`src/rtl/uart_tx_buf.sv`:
```
// rtl/uart_tx_buf.sv - buffered UART transmitter with a one-entry holding register
// Define UART_TX_PARITY_EN for 8E1 framing (even parity bit after DATA); default is 8N1.
module uart_tx_buf #(
  parameter int CLK_FREQ = 50000000,
  parameter int UART_BPS = 115200
) (
  input  logic       clk_50m,
  input  logic       rst_n,
  input  logic       tx_valid,
  input  logic [7:0] tx_data,
  output logic       tx_ready,
  output logic       uart_txd,
  output logic       tx_busy,
  output logic       tx_done
);

  localparam int          BPS_CNT  = CLK_FREQ / UART_BPS;
  localparam logic [15:0] CNT_LAST = 16'(BPS_CNT - 1);

  typedef enum logic [2:0] {IDLE, START, DATA, PARITY, STOP} state_e;

  state_e      state_q, state_d;
  logic [15:0] clk_cnt_q, clk_cnt_d;
  logic [2:0]  bit_idx_q, bit_idx_d;
  logic [7:0]  shift_q, shift_d;
  logic [7:0]  hold_q, hold_d;
  logic        hold_full_q, hold_full_d;
  logic        txd_q, txd_d;
  logic        busy_q, busy_d;
  logic        done_q, done_d;
  logic        accept, load, wrap;
`ifdef UART_TX_PARITY_EN
  logic        par_q, par_d;
`endif

  always_comb begin
    accept      = tx_valid & ~hold_full_q;
    wrap        = (clk_cnt_q == CNT_LAST);
    state_d     = state_q;
    bit_idx_d   = bit_idx_q;
    shift_d     = shift_q;
    load        = 1'b0;
    done_d      = 1'b0;
    clk_cnt_d   = (state_q == IDLE || wrap) ? 16'd0 : clk_cnt_q + 16'd1;
`ifdef UART_TX_PARITY_EN
    par_d       = par_q;
`endif

    case (state_q)
      IDLE: begin
        if (hold_full_q) begin
          load    = 1'b1;
          state_d = START;
        end
      end
      START: begin
        if (wrap) begin
          state_d   = DATA;
          bit_idx_d = 3'd0;
        end
      end
      DATA: begin
        if (wrap) begin
          shift_d   = {1'b0, shift_q[7:1]};
          bit_idx_d = bit_idx_q + 3'd1;
          if (bit_idx_q == 3'd7) begin
`ifdef UART_TX_PARITY_EN
            state_d = PARITY;
`else
            state_d = STOP;
`endif
          end
        end
      end
`ifdef UART_TX_PARITY_EN
      PARITY: begin
        if (wrap) state_d = STOP;
      end
`endif
      STOP: begin
        if (wrap) begin
          done_d = 1'b1;
          // Chain straight into the next start bit when a byte is already waiting.
          if (hold_full_q) begin
            load    = 1'b1;
            state_d = START;
          end else begin
            state_d = IDLE;
          end
        end
      end
      default: state_d = IDLE;
    endcase

    if (load) begin
      shift_d = hold_q;
`ifdef UART_TX_PARITY_EN
      par_d   = ^hold_q;
`endif
    end

    // load and accept never coincide: accept needs an empty holding register.
    hold_d      = accept ? tx_data : hold_q;
    hold_full_d = load ? 1'b0 : (accept ? 1'b1 : hold_full_q);

    // Line level follows the state being entered so uart_txd stays a plain flop.
    case (state_d)
      START:   txd_d = 1'b0;
      DATA:    txd_d = shift_d[0];
`ifdef UART_TX_PARITY_EN
      PARITY:  txd_d = par_d;
`endif
      default: txd_d = 1'b1;
    endcase
    busy_d = (state_d != IDLE);
  end

  always_ff @(posedge clk_50m or negedge rst_n) begin
    if (!rst_n) begin
      state_q     <= IDLE;
      clk_cnt_q   <= 16'd0;
      bit_idx_q   <= 3'd0;
      shift_q     <= 8'd0;
      hold_q      <= 8'd0;
      hold_full_q <= 1'b0;
      txd_q       <= 1'b1;
      busy_q      <= 1'b0;
      done_q      <= 1'b0;
`ifdef UART_TX_PARITY_EN
      par_q       <= 1'b0;
`endif
    end else begin
      state_q     <= state_d;
      clk_cnt_q   <= clk_cnt_d;
      bit_idx_q   <= bit_idx_d;
      shift_q     <= shift_d;
      hold_q      <= hold_d;
      hold_full_q <= hold_full_d;
      txd_q       <= txd_d;
      busy_q      <= busy_d;
      done_q      <= done_d;
`ifdef UART_TX_PARITY_EN
      par_q       <= par_d;
`endif
    end
  end

  assign tx_ready = ~hold_full_q;
  assign uart_txd = txd_q;
  assign tx_busy  = busy_q;
  assign tx_done  = done_q;

endmodule

```
`config.mk`:
```
export PLATFORM = sky130hd
export DESIGN_NAME = uart_tx_buf
export DESIGN_NICKNAME = d
export VERILOG_FILES = /design/src/rtl/uart_tx_buf.sv
export SDC_FILE = /design/constraint.sdc
export NUM_CORES = 1
export LEC_CHECK = 0
export CAP_MARGIN = 15
export CORE_MARGIN = 4
export CORE_UTILIZATION = 56
export DETAILED_ROUTE_END_ITERATION = 12
export DONT_BUFFER_PORTS = 1
export GPL_TIMING_DRIVEN = 0
export PLACE_DENSITY = 0.81
export SLEW_MARGIN = 20
export SYNTH_ARGS = -nofsm -noshare
export SYNTH_HDL_FRONTEND = slang
export SYNTH_SLANG_ARGS = --single-unit
```
`constraint.sdc`:
```
create_clock -name clk_50m -period 2.8 [get_ports clk_50m]
set_clock_uncertainty 0.2 [all_clocks]
set_input_delay 0.42 -clock clk_50m [delete_from_list [all_inputs] [get_ports clk_50m]]
set_output_delay 0.42 -clock clk_50m [all_outputs]
set_load 0.05 [all_outputs]
```
== Yosys cells after proc, flatten, opt, wreduce, memory -nomap -nowiden ==
Cells that the tools add are included.

* Register bits: 42
* Output and inout bits: 4

* Equal/unequal tests: 9
* Bitwise operators: 2
* Add/sub/neg operators: 2
* Mux-type cells: 22
* Reduce and logical (&&, ||, !) cells: 9

{| class="wikitable"
|+ Operators with widths
! operator !! number
|-
| $mux W8 || 3
|-
| $mux W3 || 7
|-
| $add A16 B1 Y16 const B || 1
|-
| $eq A16 B9 Y1 const B || 1
|-
| $mux W16 || 1
|-
| $pmux W3 S4 || 1
|-
| $reduce_bool A2 Y1 || 4
|-
| $mux W1 || 7
|-
| $eq A3 B1 Y1 const B || 2
|-
| $eq A3 B2 Y1 const B || 2
|-
| $eq A3 B3 Y1 const B || 2
|-
| $pmux W3 S2 || 1
|-
| $ne A2 B2 Y1 const B || 2
|-
| $pmux W1 S2 || 2
|-
| $add A3 B1 Y3 const B || 1
|-
| $logic_not A3 Y1 || 1
|-
| $reduce_and A3 Y1 || 1
|-
| $reduce_bool A3 Y1 || 1
|-
| $reduce_and A2 Y1 || 1
|-
| $and A1 B1 Y1 || 1
|-
| $logic_or A1 B1 Y1 || 1
|-
| $not A1 Y1 || 1
|}

== Longest topological paths before layout ==
Gate-level depths: netlist of the first run.

* Depth after elaboration: 6
* Depth in mapped cells: 8
* Mapped depth without buffers: 6

== Worst setup path before layout of the first run ==
OpenSTA, ideal clock, no wires.

* Path type: register to register
* Start: register clk_cnt_q[6]
* End: register bit_idx_q[0]
* Setup slack: 0.095 ns
* Cell stages (with the launch flop): 7
* Arrival time: 2.379 ns
* Clock period less this slack: 2.705 ns
* Library setup time: 0.126 ns
* Buffers on the path: 2
* Path through: dfrtp_1 -> buf_6 -> or4_4 -> or4_1 -> buf_2 -> or3_4 -> a221o_1

* Word-level cells in the longest chain between the ends: 3

{| class="wikitable"
|+ RTL lines
! element !! RTL line !! source
|-
| start: declaration || 23 || <nowiki>logic [15:0] clk_cnt_q, clk_cnt_d;</nowiki>
|-
| start signal: assignment || 134 || <nowiki>clk_cnt_q <= clk_cnt_d;</nowiki>
|-
| $eq A16 B9 Y1 (*) || 38 || <nowiki>wrap = (clk_cnt_q == CNT_LAST);</nowiki>
|-
| $ne A2 B2 Y1 (no source line) || n/a ||
|-
| $reduce_and A3 Y1 (no source line) (*) || n/a ||
|-
| end signal: assignment || 135 || <nowiki>bit_idx_q <= bit_idx_d;</nowiki>
|-
| end: declaration || 24 || <nowiki>logic [2:0] bit_idx_q, bit_idx_d;</nowiki>
|}

Every way passes the cells marked *; elsewhere a longest branch is shown, timed or not.
A chain may end at the register's enable or synchronous reset.

== Worst setup path after layout of the first run ==
* Start: register clk_cnt_q[1]
* End: register bit_idx_q[1]

The elaborated chain is that of the path after synthesis.

==> metrics.md, run 1 <==
| Metric | Value |
|---|---|
| TritonCTS clock tree | `built` |
| Total GRT Usage | `0.207` |
| CP bufs+invs | `2` |
| CTS root buf | `clkbuf_4` |
| Final core utilization | `0.693` |
| VDD IR max | `0.424 mV` |
| Number of global-route vias before repair | `1,577` |
| Die Y-Extent | `68.2 µm` |
| Input/output buffers | `0` |
| Max Cap Viol | `0` |
| Post-synth ARST share | `1.00` |
| Internal | `0.00114 W` |
| Ys flop type | `dfrtp_1` |
| Slew Viols, Final | `0` |
| Path type of the worst min-delay path | `in2async` |
| Number of synthesized flops with an enable pin | `0` |
| Post-route ant nets | `0` |
| Worst-path cell chain | `inv_1 > ha_1 > or3b_2 > or4_4 > buf_6 > or3_4 > a221o_1` |
| Num Clock Sinks | `42` |
| Starting Density | `0.595` |
| Final period utilization | `0.987` |
| Slowest stage cell, crit path | `or3b_2` |
| Largest net degree at the start of global routing | `43` |
| Sw power | `0.000426 W` |
| Synth cell types | `40` |
| Final wirelength | `4480 µm` |
| CP top delay family | `simple AND/OR/NAND/NOR gates` |
| Comb power frac | `0.181` |
| Critical Path Source Type | `flip-flop` |
| Worst setup EP type | `flip-flop` |
| Starting DRT DRC Count | `149` |
| Static Leak | `1.08 nW` |
| Mapped Cells | `193` |
| Worst rel slew slack | `0.524` |
| Synthesized area | `2030 µm²` |
| Core footprint | `3420 µm²` |
| Vias | `1,598` |
| Min cycle time layout | `2.76 ns` |
| Mapped Nets | `208` |
| Remaining DRCs | `0` |
| Hold Vio Cnt, Final | `0` |
| Setup TNS | `0 ns` |
| Inserted Diodes | `0` |
| Post-place instance area | `2090 µm²` |
| Area grow syn2layout | `16.6%` |
| Setup ws final | `0.0351 ns` |
| Status | `finished, final reports clean` |
| Row Count | `21` |
| Flop pwr share | `0.491` |
| FMAX | `362 MHz` |
| Yosys reg bits | `42` |
| # nets final | `227` |
| Top Usage Layer GRT | `met2` |
| Worst skew pair latency | `0.37 ns` |
| Count of final setup violators | `0` |
| Num CTS Buffers | `5` |
| M2 GR Usage | `0.353` |
| Drt wl/cell | `17.3 µm` |
| Slew @ Worst Pin | `0.707 ns` |
| Sequential area share after synthesis | `0.518` |
| Dpl ws | `-0.226 ns` |
| Avg Inst Size Synth | `10.5 µm²` |
| CP Max Fanout | `9` |
| Met1 Use GR | `0.254` |
| Longest Clk Path Bufs | `2` |
| Met3 Use GR | `0.0525` |
| H-tree depth | `2` |
| First-pass DRT Iterations | `4` |
| Die Span X | `68.2 µm` |
| I/O pins | `15` |
| CP required | `2.88 ns` |
| First-pass GRT wire length | `7160 µm` |
| Remaining global-route overflow | `0` |
| Most frequent cells in the layout | `41 x dfrtp_1, 23 x nor2_1, 13 x and3_1` |
| Post-route cell area | `2370 µm²` |
| Die area | `4660 µm²` |
| CP arrival | `2.84 ns` |
| Initial antenna violation count | `0` |
| Yosys warns | `0` |
| Share of layout cells above drive strength 1 | `0.150` |
| Post-DR vias/cell | `6.17` |
| Clk slew on worst S/H paths | `0.15 ns` |
| Clock power share | `0.327` |
| Final HPWL DP | `2750 µm` |
| Switching Fraction | `0.273` |
| GPL Wtd Cong | `0.951` |
| Maximum single-stage delay on the critical path | `0.54 ns` |
| Power Density | `660 nW/µm²` |
| Critical path class | `reg2reg` |
| Commonest non-fill, non-tap cell in the layout | `dfrtp_1` |
==> synthesized netlist by cell type (2+ instances only) <==
cell | count | share of area
and3_1 | 13 | 0.040
a221o_1 | 9 | 0.044
a21oi_1 | 4 | 0.0099
o21ai_0 | 9 | 0.022
nor2_1 | 23 | 0.042
mux2i_1 | 2 | 0.0099
clkbuf_1 | 6 | 0.011
ha_1 | 4 | 0.025
nand3_1 | 7 | 0.017
nand2_1 | 9 | 0.017
or3_1 | 2 | 0.0062
buf_2 | 2 | 0.0049
or2_2 | 2 | 0.0062
xor2_1 | 10 | 0.043
dfrtp_1 | 41 | 0.50
and2_1 | 2 | 0.0062
inv_1 | 6 | 0.011
or4_1 | 2 | 0.0074
nor3_1 | 4 | 0.0099
mux2_2 | 7 | 0.039
nor4_1 | 2 | 0.0062
nand4_1 | 5 | 0.015
xnor2_1 | 3 | 0.013
and4_1 | 3 | 0.013
==> power by group through the flow <==
stage / Combinational (W) / Sequential (W) / Clock (W)
after floorplan: 0.000180 / 0.000760 / 0
after global placement: 0.000201 / 0.000775 / 0
after detailed placement: 0.000211 / 0.000779 / 0
after CTS: 0.000242 / 0.000769 / 0.000512
after global routing: 0.000314 / 0.000779 / 0.000542
final: 0.000284 / 0.000769 / 0.000512
==> repair_timing <==
item | CTS | global route
hold buffers | 5 | 6
pin swaps | 1 | 0
setup buffers | 0 | 1
resized for setup | 5 | 3
hold endpoints to repair | 45 | 6
setup endpoints to repair | 18 | 21
==> through the flow <==
step	hold WS (ns)	std cells	total power (W)
floorplan	-0.0756	193	0.000941
global placement	-0.0746	239	0.000975
detailed placement	-0.0744	239	0.000991
CTS	0.00153	252	0.00152
global route	0.304	259	0.00163
finish	0.281	259	0.00156
==> cell families after synthesis <==
logic type                 share of synthesized area
and+or+nand+nor                                0.212
DFF                                            0.518
AOI/OAI and AO/OA                              0.106
buffers and inverters                         0.0351
xor gates and xnor gates                      0.0560
muxes                                         0.0486
adders and majority gates                     0.0246
==> metal layers <==
metal	share of wire	wire length [µm]
met1	0.42	1880
met2	0.50	2230
met3	0.059	263
met4	0.025	112
met5	0	0
==> sequential cells by signal, indices dropped and copies added (netlist names) <==
signal       flops
clk_cnt_q       16
uart_txd         1
hold_q           8
hold_full_q      1
tx_done          1
bit_idx_q        3
state_q          3
shift_q          8
tx_busy          1
==> final timing paths <==
kind                               from      endpoint  slack, ns  cells after the start
max in group asynchronous         rst_n      uart_txd       1.87                      2
hold reg to reg               hold_q[4]    shift_q[4]       0.29                      1
setup / recovery           clk_cnt_q[1]  bit_idx_q[1]       0.04                      7
setup reg to reg           clk_cnt_q[1]  bit_idx_q[1]       0.04                      7
min in group clk_50m          hold_q[4]    shift_q[4]       0.29                      1
hold / removal                    rst_n  bit_idx_q[0]       0.28                      2
==> cell type report <==
type                    count  area (µm²)
plain buffers              10        55.1
flip-flops and latches     42        1050
fillers                   249        1050
well taps                  46        57.6
multi-input cells         135         942
clock buffers               6        51.3
clock inverters             2        60.1
repair buffers             12         128
inverters                   6        22.5
Note: power is estimated with default switching activity, not from simulation.
==> run 2, diff against run 1 <==
--- a/config.mk
+++ b/config.mk
@@ -6,11 +6,10 @@
 export NUM_CORES = 1
 export LEC_CHECK = 0
 export CAP_MARGIN = 15
-export CORE_MARGIN = 4
+export CORE_MARGIN = 2
 export CORE_UTILIZATION = 56
 export DETAILED_ROUTE_END_ITERATION = 12
 export DONT_BUFFER_PORTS = 1
-export GPL_TIMING_DRIVEN = 0
 export PLACE_DENSITY = 0.81
 export SLEW_MARGIN = 20
 export SYNTH_ARGS = -nofsm -noshare
==> run 2 against run 1 <==
Effect of this change:
- worst hold slack got worse by 0.27 ns
- routed wire length decreased by 5.8%
- clock power decreased by 25%
- fmax grew 4.3%
- non-clock buffer count shrank 7
- via count fell by 3.9%
- core utilization fell by 2.9 points
- final cell count fell by 2.7%
- critical path type unchanged
==> metrics.md, run 2 (same netlist as run 1, synthesis figures left out) <==
| Metric | Value |
|---|---|
| Worst skew pair latency | `0.37 ns (about the same)` |
| Max Cap Viol | `0 (unchanged)` |
| Worst setup EP type | `flip-flop (unchanged)` |
| Hold Path Depth | `1` |
| CTS root buf | `clkbuf_4 (unchanged)` |
| R2R Path Start | `clk_cnt_q[1] (unchanged)` |
| TritonCTS clock tree | `built (unchanged)` |
| Max FFs per register | `16 (unchanged)` |
| Critical path class | `reg2reg (unchanged)` |
| Num CTS Buffers | `5 (unchanged)` |
| Starting Density | `0.595 (unchanged)` |
| Remaining DRCs | `0 (unchanged)` |
| Starting DRT DRC Count | `238 (was 149)` |
| Clk slew on worst S/H paths | `0.12 ns (was 0.15 ns)` |
| Reg2Reg Setup Slack | `0.15 ns (was 0.04 ns)` |
| Die Y-Extent | `64.2 µm (was 68.2 µm)` |
| Core footprint | `3420 µm² (unchanged)` |
| GPL Wtd Cong | `0.945 (was 0.951)` |
| Post-CTS Repair Setup Buffers | `0 (unchanged)` |
| Number of global-route vias before repair | `1,546 (was 1,577)` |
| Die area | `4130 µm² (was 4660 µm²)` |
| Most frequent cells in the layout | `41 x dfrtp_1, 23 x nor2_1, 13 x and3_1 (unchanged)` |
| Remaining global-route overflow | `0 (unchanged)` |
| Slew Viols, Final | `0 (unchanged)` |
| Commonest non-fill, non-tap cell in the layout | `dfrtp_1 (unchanged)` |
| Worst R2R Path Depth | `6 (was 7)` |
| FMAX | `377 MHz (was 362 MHz)` |
| Area grow syn2layout | `11.8% (was 16.6%)` |
| Worst r2r dst | `bit_idx_q[1] (unchanged)` |
| VDD IR max | `0.464 mV (was 0.424 mV)` |
| Vias | `1,535 (was 1,598)` |
| Fillcell total | `265 (was 249)` |
| Final period utilization | `0.947 (was 0.987)` |
| Dpl ws | `0.125 ns (was -0.226 ns)` |
| Total GRT Usage | `0.225 (was 0.207)` |
| Setup ws final | `0.150 ns (was 0.0351 ns)` |
| H-tree depth | `2 (unchanged)` |
| Drt wl/cell | `16.8 µm (was 17.3 µm)` |
| Min cycle time layout | `2.65 ns (was 2.76 ns)` |
| Worst Min Path Start | `tx_data[1]` |
| RSZ-0062 raised after global routing | `false` |
| First-pass GRT wire length | `7160 µm (unchanged)` |
| # nets final | `220 (was 227)` |
| I/O pins | `15 (unchanged)` |
| Post-place instance area | `2080 µm² (was 2090 µm²)` |
| First-pass DRT Iterations | `4 (unchanged)` |
| Inserted Diodes | `0 (unchanged)` |
| Slew @ Worst Pin | `0.749 ns (was 0.707 ns)` |
| Initial antenna violation count | `0 (unchanged)` |
| Biggest register | `clk_cnt_q (unchanged)` |
| Hold EP | `hold_q[1]` |
| Die Span X | `64.2 µm (was 68.2 µm)` |
| Top Registers | `clk_cnt_q x16, hold_q x8, shift_q x8 (unchanged)` |
| Longest Clk Path Bufs | `2 (unchanged)` |
| Final HPWL DP | `2910 µm (was 2750 µm)` |
| Post-route ant nets | `0 (unchanged)` |
| Largest net degree at the start of global routing | `43 (unchanged)` |
| Power Density | `613 nW/µm² (was 660 nW/µm²)` |
| Hold Vio Cnt, Final | `0 (unchanged)` |
| CP arrival | `2.70 ns (was 2.84 ns)` |
| Path type of the worst min-delay path | `in2reg (was in2async)` |
| CP Max Fanout | `4 (was 9)` |
| Status | `finished, final reports clean (unchanged)` |
| Post-DR vias/cell | `6.09 (was 6.17)` |
| Num Clock Sinks | `42 (unchanged)` |
| Input/output buffers | `0 (unchanged)` |
| Worst rel slew slack | `0.499 (was 0.524)` |
| Static Leak | `1.04 nW (was 1.08 nW)` |
| Critical Path Source Type | `flip-flop (unchanged)` |
| CP required | `2.85 ns (was 2.88 ns)` |
| Count of final setup violators | `0 (unchanged)` |
| Setup TNS | `0 ns (unchanged)` |
| Share of layout cells above drive strength 1 | `0.131 (was 0.150)` |
| Row Count | `21 (unchanged)` |
| Final core utilization | `0.665 (was 0.693)` |
| Post-route cell area | `2270 µm² (was 2370 µm²)` |
| Final wirelength | `4220 µm (was 4480 µm)` |
==> run 2: cell types whose count changed in the layout (fill, tap and decap cells not counted), sizes merged <==
cell | previous run | this run
clkinvlp | 0 | 1
dlygate4sd3 | 10 | 9
buf | 5 | 6
bufinv | 2 | 1
clkbuf | 13 | 6
==> run 2: worst max path at each step <==
stage          slack (ns)      endpoint  cells past startpoint         start
6_report             0.15  bit_idx_q[1]                      6  clk_cnt_q[1]
2_1_floorplan         0.1  bit_idx_q[0]                      6  clk_cnt_q[6]
5_1_grt              0.05  bit_idx_q[1]                      6  clk_cnt_q[1]
3_3_place_gp         0.24  bit_idx_q[0]                      4  clk_cnt_q[3]
4_1_cts              0.11    shift_q[0]                      7  clk_cnt_q[1]
3_5_place_dp         0.12    shift_q[0]                      7  clk_cnt_q[1]
==> run 2: final cells by class <==
type,instances,area [µm²],share of cell area
timing repair buffer,15,148,0.0650
tap,46,57.6,0.0253
clock buffer,6,41.3,0.0182
clock inverter,2,37.5,0.0165
inverter,6,22.5,0.00992
multi-input combinational,135,912,0.402
sequential,42,1050,0.463
==> run 2: report_power, final <==
part	switching [W]	total [W]	internal [W]
clock	0.000197	0.000385	0.000188
sequential	0.0000832	0.000778	0.000694
combinational	0.000110	0.000229	0.000119
total	0.000390	0.00139	0.00100
==> run 2: what timing repair did <==
action / in CTS / in global routing
setup endpoints to repair: 0 / 2
hold buffers: 6 / 4
resized for setup: 0 / 1
hold endpoints to repair: 46 / 4
==> run 2: metal layers <==
metal / vias up / global-route usage / wire [µm]
met5: - / 0 / 0
met4: 0 / 0.0665 / 76
met3: 9 / 0.0616 / 306
met2: 65 / 0.354 / 2050
met1: 743 / 0.307 / 1790
li1: 718 / - / -
==> run 2: worst max-delay path, stage by stage, from the launching register on <==
cell and delay (ns):
dfrtp_1 0.44, inv_1 0.08, ha_1 0.15, or3b_2 0.48
or4_1 0.44, or3_4 0.40, a221o_1 0.36
==> run 2: metrics by stage <==
stage	hold slack, ns	power, W	std cells
4_1_cts	0.00389	0.00139	248
3_3_place_gp	-0.0748	0.000968	234
3_5_place_dp	-0.0746	0.000988	234
6_report	0.0127	0.00139	252
2_1_floorplan	-0.0756	0.000941	193
5_1_grt	0.000615	0.00146	252
==> run 3, diff against run 2 <==
--- a/config.mk
+++ b/config.mk
@@ -5,12 +5,13 @@
 export SDC_FILE = /design/constraint.sdc
 export NUM_CORES = 1
 export LEC_CHECK = 0
+export ABC_AREA = 1
 export CAP_MARGIN = 15
 export CORE_MARGIN = 2
-export CORE_UTILIZATION = 56
+export CORE_UTILIZATION = 55
 export DETAILED_ROUTE_END_ITERATION = 12
 export DONT_BUFFER_PORTS = 1
-export PLACE_DENSITY = 0.81
+export PLACE_DENSITY = 0.73
 export SLEW_MARGIN = 20
 export SYNTH_ARGS = -nofsm -noshare
 export SYNTH_HDL_FRONTEND = slang
==> run 3 against run 2 <==
Effect of this change:
- combinational power decreased by 71%
- synthesized cell count increased by 24%
- non-clock buffer count decreased by 13
- clock power increased by 3%
- design area decreased by 1.3%
- sequential share of layout area increased by 0.62 points
- core utilization decreased by 5.3 points
- final cell count increased by 17%
- largest cell class unchanged
- critical endpoint is now shift_q[5]
==> metrics.md, run 3 <==
| Metric | Value |
|---|---|
| Slew Viols, Final | `0 (unchanged)` |
| Hold buffers post-CTS | `2 (was 6)` |
| FMAX | `538 MHz (was 377 MHz)` |
| Setup TNS | `0 ns (unchanged)` |
| Fillcell total | `319 (was 265)` |
| CP Max Fanout | `11 (was 4)` |
| Synth top area share | `0.493 (was 0.505)` |
| Critical Path Source Type | `flip-flop (unchanged)` |
| R2R Path Start | `clk_cnt_q[0] (was clk_cnt_q[1])` |
| Starting Density | `0.568 (was 0.595)` |
| Worst setup EP type | `flip-flop (unchanged)` |
| Dpl ws | `0.947 ns (was 0.125 ns)` |
| Post-synth ARST share | `1.00 (unchanged)` |
| Count of final setup violators | `0 (unchanged)` |
| CP required | `2.84 ns (was 2.85 ns)` |
| Worst skew pair latency | `0.30 ns (was 0.37 ns)` |
| Largest net degree at the start of global routing | `43 (unchanged)` |
| Yosys reg bits | `42 (unchanged)` |
| Post-route ant nets | `0 (unchanged)` |
| CTS root buf | `clkbuf_8 (was clkbuf_4)` |
| Power Density | `504 nW/µm² (was 613 nW/µm²)` |
| Setup ws final | `0.942 ns (was 0.150 ns)` |
| Crit path launch | `clk_cnt_q[0] (was clk_cnt_q[1])` |
| # nets final | `262 (was 220)` |
| H-tree depth | `2 (unchanged)` |
| Drt wl/cell | `12.4 µm (was 16.8 µm)` |
| Post-CTS Repair Setup Buffers | `0 (unchanged)` |
| Most common cell in the netlist | `nand2_1 (was dfrtp_1)` |
| Sequential area share after synthesis | `0.506 (was 0.518)` |
| Commonest non-fill, non-tap cell in the layout | `nand2_1 (was dfrtp_1)` |
| Mapped Cells | `240 (was 193)` |
| Status | `finished, final reports clean (unchanged)` |
| Path type of the worst min-delay path | `in2reg (unchanged)` |
| Final wirelength | `3680 µm (was 4220 µm)` |
| Layout Cells excl Fill | `296 (was 252)` |
| Ys flop type | `dfrtp_1 (unchanged)` |
| Area grow syn2layout | `7.76% (was 11.8%)` |
| CP arrival | `1.90 ns (was 2.70 ns)` |
| Input/output buffers | `0 (unchanged)` |
| Max Cap Viol | `0 (unchanged)` |
| Slew @ Worst Pin | `0.649 ns (was 0.749 ns)` |
| WHS | `0.0580 ns (was 0.0127 ns)` |
| Starting DRT DRC Count | `87 (was 238)` |
| Register area | `1050 µm² (unchanged)` |
| Longest Clk Path Bufs | `2 (unchanged)` |
| Total GRT Usage | `0.198 (was 0.225)` |
| Share of layout cells above drive strength 1 | `0.157 (was 0.131)` |
| Die Y-Extent | `65.5 µm (was 64.2 µm)` |
| Post-DR vias/cell | `5.24 (was 6.09)` |
| Synth area leaders | `dfrtp_1 49%, nand2_1 10%, nand3_1 6.0% (was dfrtp_1 50%, a221o_1 4.4%, xor2_1 4.3%)` |
| Die area | `4290 µm² (was 4130 µm²)` |
| Max FFs per register | `16 (unchanged)` |
| Total power | `0.00113 W (was 0.00139 W)` |
| Static Leak | `1.07 nW (was 1.04 nW)` |
| Avg Inst Size Synth | `8.66 µm² (was 10.5 µm²)` |
| Num Clock Sinks | `42 (unchanged)` |
| Biggest register | `clk_cnt_q (unchanged)` |
| RSZ-0062 raised after global routing | `false (unchanged)` |
| Num CTS Buffers | `5 (unchanged)` |
| Mapped Nets | `255 (was 208)` |
| Synth area leader | `dfrtp_1 (unchanged)` |
| Remaining global-route overflow | `0 (unchanged)` |
| GPL Wtd Cong | `0.919 (was 0.945)` |
| Worst Min Path Start | `tx_data[1] (unchanged)` |
| TritonCTS clock tree | `built (unchanged)` |
| Resized Gates After CTS | `0 (unchanged)` |
| Clk slew on worst S/H paths | `0.09 ns (was 0.12 ns)` |
| Initial antenna violation count | `0 (unchanged)` |
| Die Span X | `65.5 µm (was 64.2 µm)` |
| VDD IR max | `0.362 mV (was 0.464 mV)` |
| Final period utilization | `0.663 (was 0.947)` |
| Synthesized area | `2080 µm² (was 2030 µm²)` |
| Min cycle time layout | `1.86 ns (was 2.65 ns)` |
| First-pass GRT wire length | `6500 µm (was 7160 µm)` |
| Most frequent cells in the layout | `56 x nand2_1, 41 x dfrtp_1, 32 x nor2_1 (was 41 x dfrtp_1, 23 x nor2_1, 13 x and3_1)` |
| Synth cell types | `30 (was 40)` |
| Placed Cells | `286 (was 234)` |
| Inserted Diodes | `0 (unchanged)` |
| I/O pins | `15 (unchanged)` |
| Number of global-route vias before repair | `1,429 (was 1,546)` |
| Synth top cells by count | `56 x nand2_1, 41 x dfrtp_1, 32 x nor2_1 (was 41 x dfrtp_1, 23 x nor2_1, 13 x and3_1)` |
| Worst rel slew slack | `0.567 (was 0.499)` |
| Hold Vio Cnt, Final | `0 (unchanged)` |
| Multi-input gate area | `911 µm² (was 912 µm²)` |
| Number of synthesized flops with an enable pin | `0 (unchanged)` |
| Yosys warns | `0 (unchanged)` |
| Remaining DRCs | `0 (unchanged)` |
| First-pass DRT Iterations | `4 (unchanged)` |
| Core footprint | `3660 µm² (was 3420 µm²)` |
| Top Registers | `clk_cnt_q x16, hold_q x8, shift_q x8 (unchanged)` |
| Final HPWL DP | `2650 µm (was 2910 µm)` |
| Row Count | `22 (was 21)` |
| Vias | `1,550 (was 1,535)` |
| Critical path class | `reg2reg (unchanged)` |
| Reg2Reg Setup Slack | `0.94 ns (was 0.15 ns)` |
## run 3: cell types whose count changed in the layout (fill, tap and decap cells not counted), moves of 8 or more
cell           change
inv_1             +15
nand3_1           +18
and3_1            -13
dlygate4sd3_1      -8
nor2_1             +9
nand2_1           +47
a221o_1            -9
## run 3: through the flow
stage / instance area, µm² / util
floorplan: 2080 / -
global placement: 2120 / 0.579
detailed placement: 2120 / 0.579
CTS: 2240 / 0.612
global route: 2240 / 0.612
finish: 2240 / 0.612
## run 3: metal layers
| layer | vias up | share of wire | wire length, µm | track usage |
|---|---|---|---|---|
| met5 | - | 0 | 0 | 0 |
| met4 | 0 | 0.011 | 42 | 0.0703 |
| met3 | 4 | 0.033 | 120 | 0.0462 |
| met2 | 25 | 0.45 | 1660 | 0.293 |
| met1 | 736 | 0.51 | 1860 | 0.285 |
| li1 | 785 | - | - | - |
## run 3: worst max-delay path, stage by stage, from the launching register on
cell	delay, ns
dfrtp_1	0.44
ha_1	0.22
nand2_1	0.07
nor2_2	0.21
nand3_2	0.28
inv_2	0.22
nand2_1	0.08
nand3_1	0.08
## run 3: final timing paths
kind	cells after the start	end
max	7	shift_q[5]
max reg2reg	7	shift_q[5]
min in group asynchronous	2	state_q[0]
min	1	hold_q[1]
max in group asynchronous	2	uart_txd
min reg2reg	2	shift_q[7]
## run 3: kinds of logic (layout without fill, tap and decap cells)
family | after synthesis | in the layout | synth area share
buf+inv | 27 | 35 | 0.0560
xor+xnor | 6 | 6 | 0.0253
simple gates | 142 | 142 | 0.314
fa+ha+maj | 4 | 4 | 0.0241
compound gates | 11 | 11 | 0.0313
mux | 8 | 8 | 0.0433
flops | 42 | 42 | 0.506
## run 3: final cells by class
| class | count | share of cell area |
|---|---|---|
| Inverter | 25 | 0.0436 |
| Multi-Input combinational cell | 171 | 0.406 |
| Sequential cell | 42 | 0.470 |
| Timing Repair Buffer | 2 | 0.0134 |
| Tap cell | 48 | 0.0268 |
| Clock buffer | 5 | 0.0307 |
| Clock inverter | 3 | 0.00949 |
## run 3: report_power, final
part / internal, W / switching (W) / total, W
clock network: 0.000175 / 0.000220 / 0.000395
registers: 0.000649 / 0.0000192 / 0.000669
logic: 0.0000359 / 0.0000304 / 0.0000663
total: 0.000860 / 0.000269 / 0.00113
